[src/rtl/axis_width_downsizer.sv]
// Wide-to-narrow AXI-Stream width converter: each wide beat is held and emitted as its
// non-null narrow slices, lowest slice first, with no bubbles between slices or beats.
module axis_width_downsizer #(
   parameter int unsigned M_TDATA_WIDTH        = 4,
   parameter int unsigned RATIO                = 4,
   parameter int unsigned TID_WIDTH            = 1,
   parameter int unsigned TDEST_WIDTH          = 1,
   parameter int unsigned TUSER_WIDTH_PER_BYTE = 1
) (
   input  logic                                              aclk,
   input  logic                                              aresetn,
   input  logic                                              s_axis_tvalid,
   output logic                                              s_axis_tready,
   input  logic [M_TDATA_WIDTH*RATIO*8-1:0]                  s_axis_tdata,
   input  logic [M_TDATA_WIDTH*RATIO-1:0]                    s_axis_tstrb,
   input  logic [M_TDATA_WIDTH*RATIO-1:0]                    s_axis_tkeep,
   input  logic                                              s_axis_tlast,
   input  logic [TID_WIDTH-1:0]                              s_axis_tid,
   input  logic [TDEST_WIDTH-1:0]                            s_axis_tdest,
   input  logic [M_TDATA_WIDTH*RATIO*TUSER_WIDTH_PER_BYTE-1:0] s_axis_tuser,
   output logic                                              m_axis_tvalid,
   input  logic                                              m_axis_tready,
   output logic [M_TDATA_WIDTH*8-1:0]                        m_axis_tdata,
   output logic [M_TDATA_WIDTH-1:0]                          m_axis_tstrb,
   output logic [M_TDATA_WIDTH-1:0]                          m_axis_tkeep,
   output logic                                              m_axis_tlast,
   output logic [TID_WIDTH-1:0]                              m_axis_tid,
   output logic [TDEST_WIDTH-1:0]                            m_axis_tdest,
   output logic [M_TDATA_WIDTH*TUSER_WIDTH_PER_BYTE-1:0]     m_axis_tuser
);

   localparam int unsigned S_BYTES = M_TDATA_WIDTH * RATIO;
   localparam int unsigned M_DW    = M_TDATA_WIDTH * 8;
   localparam int unsigned M_UW    = M_TDATA_WIDTH * TUSER_WIDTH_PER_BYTE;
   localparam int unsigned IDX_W   = $clog2(RATIO);

   localparam logic [0:0] ST_EMPTY = 1'b0;
   localparam logic [0:0] ST_SEND  = 1'b1;

   logic [0:0]             state_q;
   logic [IDX_W-1:0]       idx_q;
   logic [S_BYTES*8-1:0]   hold_data_q;
   logic [S_BYTES-1:0]     hold_strb_q;
   logic [S_BYTES-1:0]     hold_keep_q;
   logic                   hold_last_q;
   logic [TID_WIDTH-1:0]   hold_id_q;
   logic [TDEST_WIDTH-1:0] hold_dest_q;
   logic [S_BYTES*TUSER_WIDTH_PER_BYTE-1:0] hold_user_q;

   logic [RATIO-1:0] in_nz;
   logic [RATIO-1:0] hold_nz;
   logic [IDX_W-1:0] first_idx;
   logic             first_found;
   logic [IDX_W-1:0] next_idx;
   logic             more_pending;
   logic             s_accept;
   logic             load;
   int unsigned      sel;

   // Priority finds: lowest non-null slice of the incoming beat, and the lowest non-null
   // slice of the held beat above the current index.
   always_comb begin
      in_nz        = '0;
      hold_nz      = '0;
      first_idx    = '0;
      first_found  = 1'b0;
      next_idx     = '0;
      more_pending = 1'b0;
      for (int k = 0; k < int'(RATIO); k++) begin
         in_nz[k]   = |s_axis_tkeep[k*M_TDATA_WIDTH +: M_TDATA_WIDTH];
         hold_nz[k] = |hold_keep_q[k*M_TDATA_WIDTH +: M_TDATA_WIDTH];
      end
      for (int k = int'(RATIO) - 1; k >= 0; k--) begin
         if (in_nz[k]) begin
            first_idx   = IDX_W'(k);
            first_found = 1'b1;
         end
         if (hold_nz[k] && (k > int'(idx_q))) begin
            next_idx     = IDX_W'(k);
            more_pending = 1'b1;
         end
      end
   end

   // Final-slice acceptance opens the input so the next wide beat loads without a gap.
   assign s_axis_tready = aresetn &&
                          ((state_q == ST_EMPTY) || (m_axis_tready && !more_pending));
   assign s_accept      = s_axis_tvalid && s_axis_tready;
   assign load          = s_accept && (first_found || s_axis_tlast);

   always_ff @(posedge aclk) begin
      if (!aresetn) begin
         state_q     <= ST_EMPTY;
         idx_q       <= '0;
         hold_data_q <= '0;
         hold_strb_q <= '0;
         hold_keep_q <= '0;
         hold_last_q <= 1'b0;
         hold_id_q   <= '0;
         hold_dest_q <= '0;
         hold_user_q <= '0;
      end else if (load) begin
         state_q     <= ST_SEND;
         idx_q       <= first_found ? first_idx : '0;
         hold_data_q <= s_axis_tdata;
         hold_strb_q <= s_axis_tstrb;
         hold_keep_q <= s_axis_tkeep;
         hold_last_q <= s_axis_tlast;
         hold_id_q   <= s_axis_tid;
         hold_dest_q <= s_axis_tdest;
         hold_user_q <= s_axis_tuser;
      end else if ((state_q == ST_SEND) && m_axis_tready) begin
         if (more_pending) begin
            idx_q <= next_idx;
         end else begin
            state_q <= ST_EMPTY;
         end
      end
   end

   always_comb begin
      sel           = 32'(idx_q);
      m_axis_tvalid = (state_q == ST_SEND);
      m_axis_tdata  = hold_data_q[sel*M_DW +: M_DW];
      m_axis_tstrb  = hold_strb_q[sel*M_TDATA_WIDTH +: M_TDATA_WIDTH];
      m_axis_tkeep  = hold_keep_q[sel*M_TDATA_WIDTH +: M_TDATA_WIDTH];
      m_axis_tuser  = hold_user_q[sel*M_UW +: M_UW];
      m_axis_tlast  = hold_last_q && !more_pending;
      m_axis_tid    = hold_id_q;
      m_axis_tdest  = hold_dest_q;
   end

endmodule

[config.mk]
export PLATFORM = sky130hd
export DESIGN_NAME = axis_width_downsizer
export DESIGN_NICKNAME = d
export VERILOG_FILES = /design/src/rtl/axis_width_downsizer.sv
export SDC_FILE = /design/constraint.sdc
export NUM_CORES = 1
export LEC_CHECK = 0
export BUFFER_PORTS_ARGS = -buffer_cell sky130_fd_sc_hd__buf_2
export CAP_MARGIN = 20
export CORE_ASPECT_RATIO = 1.75
export CORE_MARGIN = 1
export CORE_UTILIZATION = 53
export CTS_CLUSTER_DIAMETER = 40
export CTS_CLUSTER_SIZE = 30
export DETAILED_ROUTE_END_ITERATION = 12
export GPL_ROUTABILITY_DRIVEN = 0
export MAX_ROUTING_LAYER = met4
export PLACE_DENSITY_LB_ADDON = 0.08
export SYNTH_ARGS = -nofsm -noshare
export SYNTH_HDL_FRONTEND = slang
export SYNTH_SLANG_ARGS = --single-unit
[constraint.sdc]
create_clock -name aclk -period 2.7 [get_ports aclk]
set_input_delay 0.27 -clock aclk [delete_from_list [all_inputs] [get_ports aclk]]
set_output_delay 0.27 -clock aclk [all_outputs]
set_load 0.01 [all_outputs]
==> metrics.cfg <==
[cts]
clock_latency_ns=0.43
cts.sinks=182
numCtsBuffers=17
cts-root-buf=clkbuf_16
cts_setup_buffers=0
htreeDepth=4
cts_tree=built
ctsLongestPathBuffers=2
hold_buffers=0
ctsResizeCount=0
path_clk_slew_ns=0.07

[logic_synthesis]
yosys.cell_types.count=27
ys_seq_area_share_pct=43.47
synth_fp_nets=1051
synthesis.area_um2=8382
yosys_warnings=0
synthCells=868
postSynthAreaPerCell_um2=9.656
ys_ff_latch=182

[placement]
io_buffers=231
post-dp-hpwl_um=13840
dpl_cell_area_um2=9638

[sta]
fin_crit_sh_pct=87.81
finalWorstPathRequiredPeriod_ns=2.371
slew_headroom_pct=57.47
finalSetupTns_ns=0
rsz0062_at_grt=false
hold_viol_final=0
fin_skew_ns=0.01055
final_max_slew_viol_count=0
worst_pin_slew_ns=0.6321
setup_violations=0
fmax_ghz=0.4218

[global_routing]
track_usage_pct=24.76
antenna_found_initial=4
grt_pass1_vias=6514
grt_pass1_wl_um=31520
grt_remaining_overflow=0
grt_max_degree=98

[worst_hold_path]
hp-start=s_axis_tdata[78]
holdCritPathClass=input pin to flip-flop
holdPathStages=3
hold_end=hold_data_q[78]$_SDFFE_PN0P_

[final_layout]
syn2layout_area_growth_pct=21.63
final_nets=1249
final_core_util_pct=66.24
drive_gt1_share_pct=30.40
fin_area_um2=10190

[die]
num_rows=60
die_h_um=168.4
core_area_um2=15390
die_area_um2=16340
io_pins=232
initial_utilization_pct=54.46
die_w_um=97.06

[routing]
drtAntennaViolNets=0
routedWlPerCell_um=15.29
wirelength_um=19410
drt_iter0_markers=268
drc=0
drt_pass1_iterations=4
vias=6581
via_per_inst=5.186

[critical_path]
required_ns=3.05
crit_fanout=17
path_class=flip-flop to flip-flop
reg2reg_setup_slack_ns=0.33
r2r_start=hold_keep_q[15]$_SDFFE_PN0P_
crit_arrival_ns=2.72
endpoint_kind=flip-flop
r2r_cells=7
rr_endpoint=hold_data_q[41]$_SDFFE_PN0P_
startpoint_type=flip-flop

[power_and_ir_drop]
total_leakage_power_uw=0.004580
total_power_uw=6337
vdd_drop_max_v=0.0004012
cellPowerDensity_nw_per_um2=621.6

[outcome]
status=completed

[run]
max_cap_violations=0

==> critical path: stages, from the launching register on <==
cell	delay (ns)
dfxtp_1	0.33
or4_1	0.58
a22oi_2	0.26
a31oi_2	0.18
nor2_4	0.20
buf_12	0.20
buf_4	0.31
mux2i_1	0.23
==> synthesized netlist by cell type <==
library cell / n / area [µm²]
nand4_1: 2 / 12.51
inv_1: 3 / 11.26
o211ai_1: 1 / 7.510
dfxtp_1: 182 / 3643
and3_1: 1 / 6.260
nand2_1: 362 / 1359
a21oi_1: 1 / 5.000
a21boi_0: 1 / 7.510
nor2_1: 1 / 3.750
buf_1: 5 / 18.77
nor2b_1: 1 / 6.260
o21ai_0: 2 / 10.01
clkbuf_1: 46 / 172.7
buf_6: 13 / 146.4
mux2i_1: 181 / 1812
a22oi_2: 1 / 12.51
mux4_2: 44 / 991.0
a31oi_2: 1 / 12.51
nor4_1: 4 / 25.02
o221ai_1: 1 / 8.760
o41ai_1: 1 / 8.760
nor3b_1: 1 / 7.510
o21ai_1: 1 / 5.000
nor2_4: 1 / 11.26
or4_1: 3 / 22.52
buf_4: 6 / 45.04
nand3_1: 2 / 10.01
==> kinds of logic (layout without fill, tap and decap cells) <==
logic type	count (synthesis)	in the layout	share of synthesized area (%)
compound gates	10	10	0.9255
buf+inv	73	284	4.702
flops	182	182	43.47
mux	225	225	33.44
other cells	0	4	0
simple gates	378	378	17.47
==> sequential cells by signal, summed over array words and instances, names as in the netlist <==
| name | flops |
|---|---|
| m_axis_tdest | 1 |
| idx_q | 2 |
| hold_keep_q | 16 |
| hold_strb_q | 16 |
| hold_user_q | 16 |
| m_axis_tvalid | 1 |
| m_axis_tid | 1 |
| hold_last_q | 1 |
| hold_data_q | 128 |
==> layer usage <==
| layer | wire length [µm] | track usage (%) |
|---|---|---|
| met1 | 7949 | 28.25 |
| met2 | 10140 | 43.02 |
| met3 | 883 | 4.815 |
| met4 | 433 | 8.761 |
| met5 | 0 | - |
==> where the power goes <==
part,switching (µW),internal (µW)
clock,1120,1210
combinational,510,514
sequential,106,2880
total,1730,4610
==> cell usage in the layout, fill, tap and decap left out <==
cell / count
a21boi_0: 1
nand2_1: 362
mux2i_1: 181
dfxtp_2: 1
o21ai_0: 2
a22oi_2: 1
buf_4: 10
dfxtp_4: 1
nand3_1: 2
nand4_1: 2
or4_1: 3
mux4_2: 44
inv_1: 3
nor2_1: 1
o211ai_1: 1
dfxtp_1: 180
buf_12: 8
clkinv_4: 3
and3_1: 1
o41ai_1: 1
inv_6: 3
diode_2: 4
clkbuf_16: 17
a31oi_2: 1
nor3b_1: 1
nor2_4: 1
clkinvlp_4: 3
clkbuf_1: 2
buf_2: 230
o21ai_1: 1
o221ai_1: 1
clkinv_2: 1
inv_8: 3
buf_8: 1
nor2b_1: 1
a21oi_1: 1
nor4_1: 4
==> worst max path at each step <==
| stage | from | end |
|---|---|---|
| floorplan | idx_q[0]$_SDFFE_PN0P_ | m_axis_tdata[10] |
| global placement | hold_keep_q[15]$_SDFFE_PN0P_ | m_axis_tid$_SDFFE_PN0P_ |
| detailed placement | hold_keep_q[15]$_SDFFE_PN0P_ | hold_data_q[41]$_SDFFE_PN0P_ |
| CTS | hold_keep_q[15]$_SDFFE_PN0P_ | hold_data_q[60]$_SDFFE_PN0P_ |
| global route | hold_keep_q[15]$_SDFFE_PN0P_ | m_axis_tid$_SDFFE_PN0P_ |
| finish | hold_keep_q[15]$_SDFFE_PN0P_ | hold_data_q[41]$_SDFFE_PN0P_ |
==> stage by stage <==
stage	cells	hold slack [ns]	worst slack, ns
after floorplan	868	0.4121	0.5594
after CTS	1265	0.06839	0.3127
after global routing	1269	0.06609	0.2026
after global placement	1233	0.4385	0.4094
final	1269	0.08114	0.3292
after detailed placement	1233	0.4455	0.3489
==> final cells by class <==
class,count,area (µm²)
tap,186,232.7
multi-input combinational,613,4344
inverter,3,11.26
timing repair buffer,249,1401
clock inverter,13,113.9
sequential,182,3649
fill,1371,5195
clock buffer,19,432.9
antenna,4,10.01
No activity file was read; power rests on OpenSTA's default activity.
